**src/rtl/mag_pkg.sv**
```systemverilog
// Shared definitions for the magnitude scheduler.
//   NUM_W / MAG_W : operand width and converter magnitude width
//   state_t       : scheduler FSM encoding (also exported as a debug port)
//   pick_winner   : round-robin choice between the two requesters
package mag_pkg;

  localparam int NUM_W = 8;
  localparam int MAG_W = 7;

  typedef enum logic [1:0] {
    IDLE    = 2'd0,
    GRANT   = 2'd1,
    CAPTURE = 2'd2,
    HOLD    = 2'd3
  } state_t;

  // A lone requester always wins. When both ask, the one that was not
  // served last wins. 'last' is the index of the last served requester.
  function automatic logic pick_winner(input logic [1:0] req, input logic last);
    logic win;
    case (req)
      2'b01:   win = 1'b0;
      2'b10:   win = 1'b1;
      default: win = ~last;
    endcase
    return win;
  endfunction

endpackage

```
**src/rtl/mag_sched_conv.sv**
```systemverilog
// Flag/magnitude converter shared by both requesters.
//   num   : operand to convert
//   light : flag bit (operand bit 0)
//   bin   : magnitude (operand bits 7:1)
module mag_sched_conv
  import mag_pkg::*;
(
  input  logic [NUM_W-1:0] num,
  output logic             light,
  output logic [MAG_W-1:0] bin
);

  assign light = num[0];
  assign bin   = num[NUM_W-1:1];

endmodule

```
**src/rtl/mag_sched.sv**
```systemverilog
// Two-requester round-robin scheduler in front of a shared converter.
// Each accepted request walks GRANT -> CAPTURE -> HOLD -> IDLE.
//   clk, rst_n          : clock, asynchronous active-low reset
//   req[1:0]            : per-requester request
//   num0, num1          : requester operands
//   gnt[1:0]            : one-hot, one-cycle grant pulse
//   busy                : high whenever the FSM is not IDLE
//   conv_num            : latched operand driven to the converter
//   conv_light/conv_bin : converter response captured into light/bin
//   light, bin          : registered result
//   done                : one-cycle pulse, light/bin/done_id just updated
//   done_id             : requester whose result is on light/bin
//   state               : current FSM state (debug visibility)
//
// Handshake: a requester raises req[i] and keeps it high until it sees
// gnt[i]. req is only sampled in IDLE; it is ignored in every other state,
// and a request dropped before the IDLE sample edge is simply never served.
module mag_sched
  import mag_pkg::*;
#(
  parameter int HOLD_CYCLES = 4
) (
  input  logic             clk,
  input  logic             rst_n,
  input  logic [1:0]       req,
  input  logic [NUM_W-1:0] num0,
  input  logic [NUM_W-1:0] num1,
  output logic [1:0]       gnt,
  output logic             busy,
  output logic [NUM_W-1:0] conv_num,
  input  logic             conv_light,
  input  logic [MAG_W-1:0] conv_bin,
  output logic             light,
  output logic [MAG_W-1:0] bin,
  output logic             done,
  output logic             done_id,
  output state_t           state
);

  // Counter loads HOLD_CYCLES-1 on entry to HOLD and leaves at zero, so
  // HOLD spans exactly HOLD_CYCLES cycles.
  localparam logic [3:0] HOLD_LOAD = 4'(HOLD_CYCLES - 1);

  state_t           state_q, next_state;
  logic [3:0]       cnt_q;
  logic             win_q;
  logic             last_q;
  logic             win_next;
  logic [NUM_W-1:0] conv_num_q;
  logic             light_q;
  logic [MAG_W-1:0] bin_q;
  logic             done_id_q;

  // The internal converter sees the same operand as the external one; the
  // captured result comes from the conv_light/conv_bin ports so the
  // converter can be bypassed from outside.
  logic             unused_conv_light;
  logic [MAG_W-1:0] unused_conv_bin;

  mag_sched_conv u_conv (
    .num   (conv_num_q),
    .light (unused_conv_light),
    .bin   (unused_conv_bin)
  );

  assign win_next = pick_winner(req, last_q);

  always_ff @(posedge clk or negedge rst_n) begin
    if (!rst_n) begin
      state_q    <= IDLE;
      cnt_q      <= 4'd0;
      win_q      <= 1'b0;
      last_q     <= 1'b1;  // requester 0 wins the first contested round
      conv_num_q <= '0;
      light_q    <= 1'b0;
      bin_q      <= '0;
      done_id_q  <= 1'b0;
    end else begin
      state_q <= next_state;
      case (state_q)
        IDLE: begin
          if (|req) begin
            win_q      <= win_next;
            last_q     <= win_next;
            conv_num_q <= win_next ? num1 : num0;
          end
        end
        GRANT: begin
          // Converter output is valid during GRANT; it becomes visible
          // on light/bin in CAPTURE, aligned with the done pulse.
          light_q   <= conv_light;
          bin_q     <= conv_bin;
          done_id_q <= win_q;
        end
        CAPTURE: cnt_q <= HOLD_LOAD;
        HOLD: begin
          if (cnt_q != 4'd0) cnt_q <= cnt_q - 4'd1;
        end
        default: ;
      endcase
    end
  end

  always_comb begin
    next_state = state_q;
    gnt        = 2'b00;
    done       = 1'b0;
    case (state_q)
      IDLE:    if (|req) next_state = GRANT;
      GRANT: begin
        next_state = CAPTURE;
        gnt[win_q] = 1'b1;
      end
      CAPTURE: begin
        next_state = HOLD;
        done       = 1'b1;
      end
      HOLD:    if (cnt_q == 4'd0) next_state = IDLE;
      default: next_state = IDLE;
    endcase
  end

  assign busy     = (state_q != IDLE);
  assign conv_num = conv_num_q;
  assign light    = light_q;
  assign bin      = bin_q;
  assign done_id  = done_id_q;
  assign state    = state_q;

endmodule
```
**config.mk**
```make
export PLATFORM = sky130hd
export DESIGN_NAME = mag_sched
export DESIGN_NICKNAME = d
export VERILOG_FILES = /design/src/rtl/mag_pkg.sv /design/src/rtl/mag_sched_conv.sv /design/src/rtl/mag_sched.sv
export SDC_FILE = /design/constraint.sdc
export NUM_CORES = 1
export LEC_CHECK = 0
export CAP_MARGIN = 0
export CORE_MARGIN = 1.5
export CORE_UTILIZATION = 50
export CTS_BUF_LIST = sky130_fd_sc_hd__clkbuf_8
export CTS_CLUSTER_DIAMETER = 80
export CTS_CLUSTER_SIZE = 28
export DETAILED_ROUTE_END_ITERATION = 7
export DONT_BUFFER_PORTS = 1
export HOLD_SLACK_MARGIN = 0.03
export PLACE_DENSITY = 0.63
export SLEW_MARGIN = 20
export SYNTH_ARGS = -nofsm -noshare
export SYNTH_HDL_FRONTEND = slang
export SYNTH_SLANG_ARGS = --single-unit
```
**constraint.sdc**
```tcl
create_clock -name clk -period 2.1 [get_ports clk]
set_clock_uncertainty 0.2 [all_clocks]
set_input_delay 0 -clock clk [delete_from_list [all_inputs] [get_ports clk]]
set_output_delay 0 -clock clk [all_outputs]
set_load 0.01 [all_outputs]
```
==> impl_metrics.prom <==
# TYPE chip_impl_metric gauge
chip_impl_info{name="run_status",value="completed"} 1
chip_impl_metric{name="fp.dieW",unit="um"} 53.3
chip_impl_metric{name="synth_edf_count",unit=""} 0
chip_impl_info{name="synth_top_flop_cell",value="dfrtp_1"} 1
chip_impl_metric{name="syn_area",unit="sq um"} 1260
chip_impl_metric{name="cts_resized",unit=""} 0
chip_impl_metric{name="wl_met1",unit="mm"} 1.15
chip_impl_metric{name="die_y",unit="um"} 53.3
chip_impl_info{name="min_path_type",value="in -> reg"} 1
chip_impl_metric{name="cts-root-to-sink-buffers",unit=""} 2
chip_impl_metric{name="post_cts_repair_setup_buffers",unit=""} 0
chip_impl_metric{name="grt_first_pass_wirelength",unit="mm"} 4.04
chip_impl_info{name="worstReg2RegEnd",value="state[1]"} 1
chip_impl_metric{name="timing_worst_slew_pin_value",unit="ns"} 0.548
chip_impl_metric{name="cts-htree-levels",unit=""} 1
chip_impl_metric{name="cts_sinks",unit=""} 25
chip_impl_metric{name="drt-initial-drc-count",unit=""} 19
chip_impl_metric{name="insertion_delay_of_the_later_clocked_pin_in_the_worst_skew_pair",unit="ns"} 0.26
chip_impl_metric{name="worst_path_largest_cell_delay",unit="ns"} 0.46
chip_impl_metric{name="synth_cell_type_count",unit=""} 27
chip_impl_metric{name="grt_pass1_vias",unit=""} 883
chip_impl_metric{name="normalized_max_slew_margin",unit="%"} 63.5
chip_impl_metric{name="hold_viol_final",unit=""} 0
chip_impl_info{name="r2r_start",value="cnt_q[0]"} 1
chip_impl_metric{name="clk_pin_slew_worst_paths",unit="ns"} 0.09
chip_impl_metric{name="synth_sequential_area_ratio",unit="%"} 49.6
chip_impl_metric{name="data_arrival_time_of_the_worst_path",unit="ns"} 1.60
chip_impl_info{name="cp-end-kind",value="output port"} 1
chip_impl_metric{name="setup.reg_to_reg.worst_slack",unit="ns"} 0.33
chip_impl_metric{name="num_antenna_cells",unit=""} 0
chip_impl_info{name="crit_slowest_cell",value="dfrtp_1"} 1
chip_impl_metric{name="fin_crit_sh",unit="%"} 85.6
chip_impl_metric{name="via_count",unit=""} 977
chip_impl_info{name="worst_setup_start_kind",value="register"} 1
chip_impl_info{name="yosys-top-cells-count",value="dfrtp_1 (24), o21ai_0 (12), nor2_1 (11)"} 1
chip_impl_metric{name="post-route-min-period",unit="ns"} 1.80
chip_impl_metric{name="drt_pre_antenna_iters",unit=""} 4
chip_impl_info{name="top_layer",value="met4"} 1
chip_impl_metric{name="area_growth_syn_to_layout",unit="%"} 27.9
chip_impl_metric{name="final_cells",unit=""} 178
chip_impl_metric{name="final_layout_size_suffix_gt1_share",unit="%"} 12.8
chip_impl_metric{name="number_of_cells_on_the_worst_reg_to_reg_path",unit=""} 5
chip_impl_info{name="worstHoldEndpoint",value="state[0]"} 1
chip_impl_metric{name="cp.required",unit="ns"} 1.90
chip_impl_metric{name="start_util",unit="%"} 52.0
chip_impl_metric{name="synthDominantCellAreaShare",unit="%"} 47.5
chip_impl_metric{name="total_nets_final",unit=""} 185
chip_impl_info{name="root_buffer",value="clkbuf_8"} 1
chip_impl_metric{name="place_inst",unit=""} 146
chip_impl_metric{name="async_reset_ff_share",unit="%"} 100
chip_impl_metric{name="synth_cells",unit=""} 120
chip_impl_metric{name="timing.setup.tns",unit="ns"} 0
chip_impl_info{name="timing.critical_path.cells",value="inv_1 > ha_1 > nor2b_1"} 1
chip_impl_metric{name="setup-violations-final",unit=""} 0
chip_impl_metric{name="power_leakage",unit="nW"} 0.712
chip_impl_metric{name="io-pin-count",unit=""} 51
chip_impl_metric{name="max-vdd-ir-drop",unit="uV"} 835
chip_impl_metric{name="maxCapViolCount",unit=""} 0
chip_impl_metric{name="buffer_ports.inserted",unit=""} 0
chip_impl_info{name="synth_area_leaders",value="dfrtp_1 (48%), mux2_2 (8.0%), ha_1 (7.9%)"} 1
chip_impl_metric{name="cts_inserted_buffers",unit=""} 3
chip_impl_info{name="setup_repair_after_global_routing_missed_its_margin",value="false"} 1
chip_impl_metric{name="average_vias_per_placed_instance",unit=""} 5.49
chip_impl_metric{name="grt_antenna_before_repair",unit=""} 0
chip_impl_metric{name="achievable-frequency",unit="GHz"} 0.557
chip_impl_metric{name="wl_met2",unit="mm"} 1.25
chip_impl_metric{name="routed_wl",unit="mm"} 2.57
chip_impl_metric{name="drc",unit=""} 0
chip_impl_metric{name="holdBufCountCts",unit=""} 28
chip_impl_info{name="synth_most_common_cell",value="dfrtp_1"} 1
chip_impl_metric{name="holdPathStages",unit=""} 4
chip_impl_metric{name="rows",unit=""} 18
chip_impl_metric{name="grt_remaining_overflow",unit=""} 0
chip_impl_metric{name="synthesis.area_per_instance",unit="sq um"} 10.5
chip_impl_info{name="synth_largest_area_cell",value="dfrtp_1"} 1
chip_impl_metric{name="detailedPlacementHpwl",unit="mm"} 1.70
chip_impl_metric{name="groute.usage.overall",unit="%"} 19.6
chip_impl_info{name="hold_path.startpoint",value="req[0]"} 1
chip_impl_metric{name="power.density_cell_area",unit="nW/um^2"} 1290
chip_impl_info{name="worstSetupPathType",value="reg -> out"} 1
chip_impl_info{name="clock_tree_from_tritoncts",value="yes"} 1
chip_impl_metric{name="worstPathMaxFanout",unit=""} 11
chip_impl_metric{name="drt-wirelength-per-cell",unit="um"} 14.4
chip_impl_metric{name="grt_max_degree",unit=""} 25
chip_impl_metric{name="postSynthRegisterBits",unit=""} 25
chip_impl_metric{name="core_area",unit="sq um"} 2430
chip_impl_metric{name="yosysWarningCount",unit=""} 0
chip_impl_metric{name="slew_viol_final",unit=""} 0
chip_impl_metric{name="wire_length_on_met3",unit="um"} 164
chip_impl_metric{name="fp.dieArea",unit="sq um"} 2840
chip_impl_metric{name="synth_net_count",unit=""} 156
chip_impl_metric{name="gp_congestion",unit=""} 0.691
chip_impl_metric{name="final_antenna_net_count",unit=""} 0
==> registers in the layout (all words and copies together) (netlist names) <==
signal    cells
bin           7
cnt_q         4
conv_num      8
done_id       1
last_q        1
light         1
state         2
win_q         1
==> how the worst max path moves through the flow <==
stage	depth (start not counted)	slack (ns)	startpoint	end
CTS	3	0.08	rst_n	state[0]
global placement	5	0.37	cnt_q[0]	state[1]
floorplan	5	0.42	cnt_q[0]	state[1]
global route	5	0.16	cnt_q[0]	state[1]
finish	3	0.30	state[1]	gnt[0]
detailed placement	5	0.33	cnt_q[0]	state[1]
==> worst max-delay path, delay by kind of cell, from the launching register on <==
family,cells,cell delay [ns]
fa+ha+maj,1,0.45
buf+inv,1,0.13
flops,1,0.46
simple gates,1,0.29
==> final cells by class <==
class | count | area, sq um
fill | 209 | 816
sequential | 25 | 627
multi-input combinational | 81 | 577
timing repair buffer | 29 | 293
clock buffer | 3 | 41.3
tap | 30 | 37.5
inverter | 9 | 33.8
clock inverter | 1 | 7.51
==> power breakdown <==
group	internal (W)	total, W	switching (W)
clock network	0.000134	0.000288	0.000154
logic	0.000397	0.000803	0.000407
registers	0.000726	0.000999	0.000273
==> layout by cell type, fill, tap and decap left out, drive strengths merged <==
master and n:
a21oi 1, a2bb2oi 1, a31oi 8, and2 1, and2b 1, buf 3
clkbuf 3, clkinvlp 1, dfrtp 24, dfstp 1, dlygate4sd3 26, ha 8
inv 9, mux2 10, mux2i 2, nand2 5, nand2b 3, nand3 8
nand4b 1, nor2 11, nor2b 4, nor3 1, nor3b 1, o21a 1
o21ai 12, o32a 1, or3 1
==> kinds of logic after synthesis <==
logic type                 share of synthesized area (%)
AOI/OAI and AO/OA                                   11.7
adders and majority gates                           7.92
buffers and inverters                               4.75
DFF                                                 49.6
muxes                                               10.5
and+or+nand+nor                                     15.5
==> routing by layer <==
metal,vias to the layer above,global-route usage [%]
met2,37,31.1
met1,468,27.0
met3,2,3.39
met4,0,6.41
met5,-,0
li1,470,-
==> through the flow <==
stage | util (%) | setup WS (ns) | power, W | instance area (sq um) | hold WS (ns)
finish | 66.5 | 0.303 | 0.00209 | 1620 | 0.0471
global route | 66.5 | 0.156 | 0.00228 | 1620 | 0.0620
CTS | 66.7 | 0.0827 | 0.00211 | 1620 | 0.0463
detailed placement | 52.7 | 0.328 | 0.00177 | 1280 | -0.495
global placement | 52.7 | 0.370 | 0.00172 | 1280 | -0.495
floorplan | - | 0.425 | 0.00161 | 1260 | -0.496
Note: power is estimated with default switching activity, not from simulation.
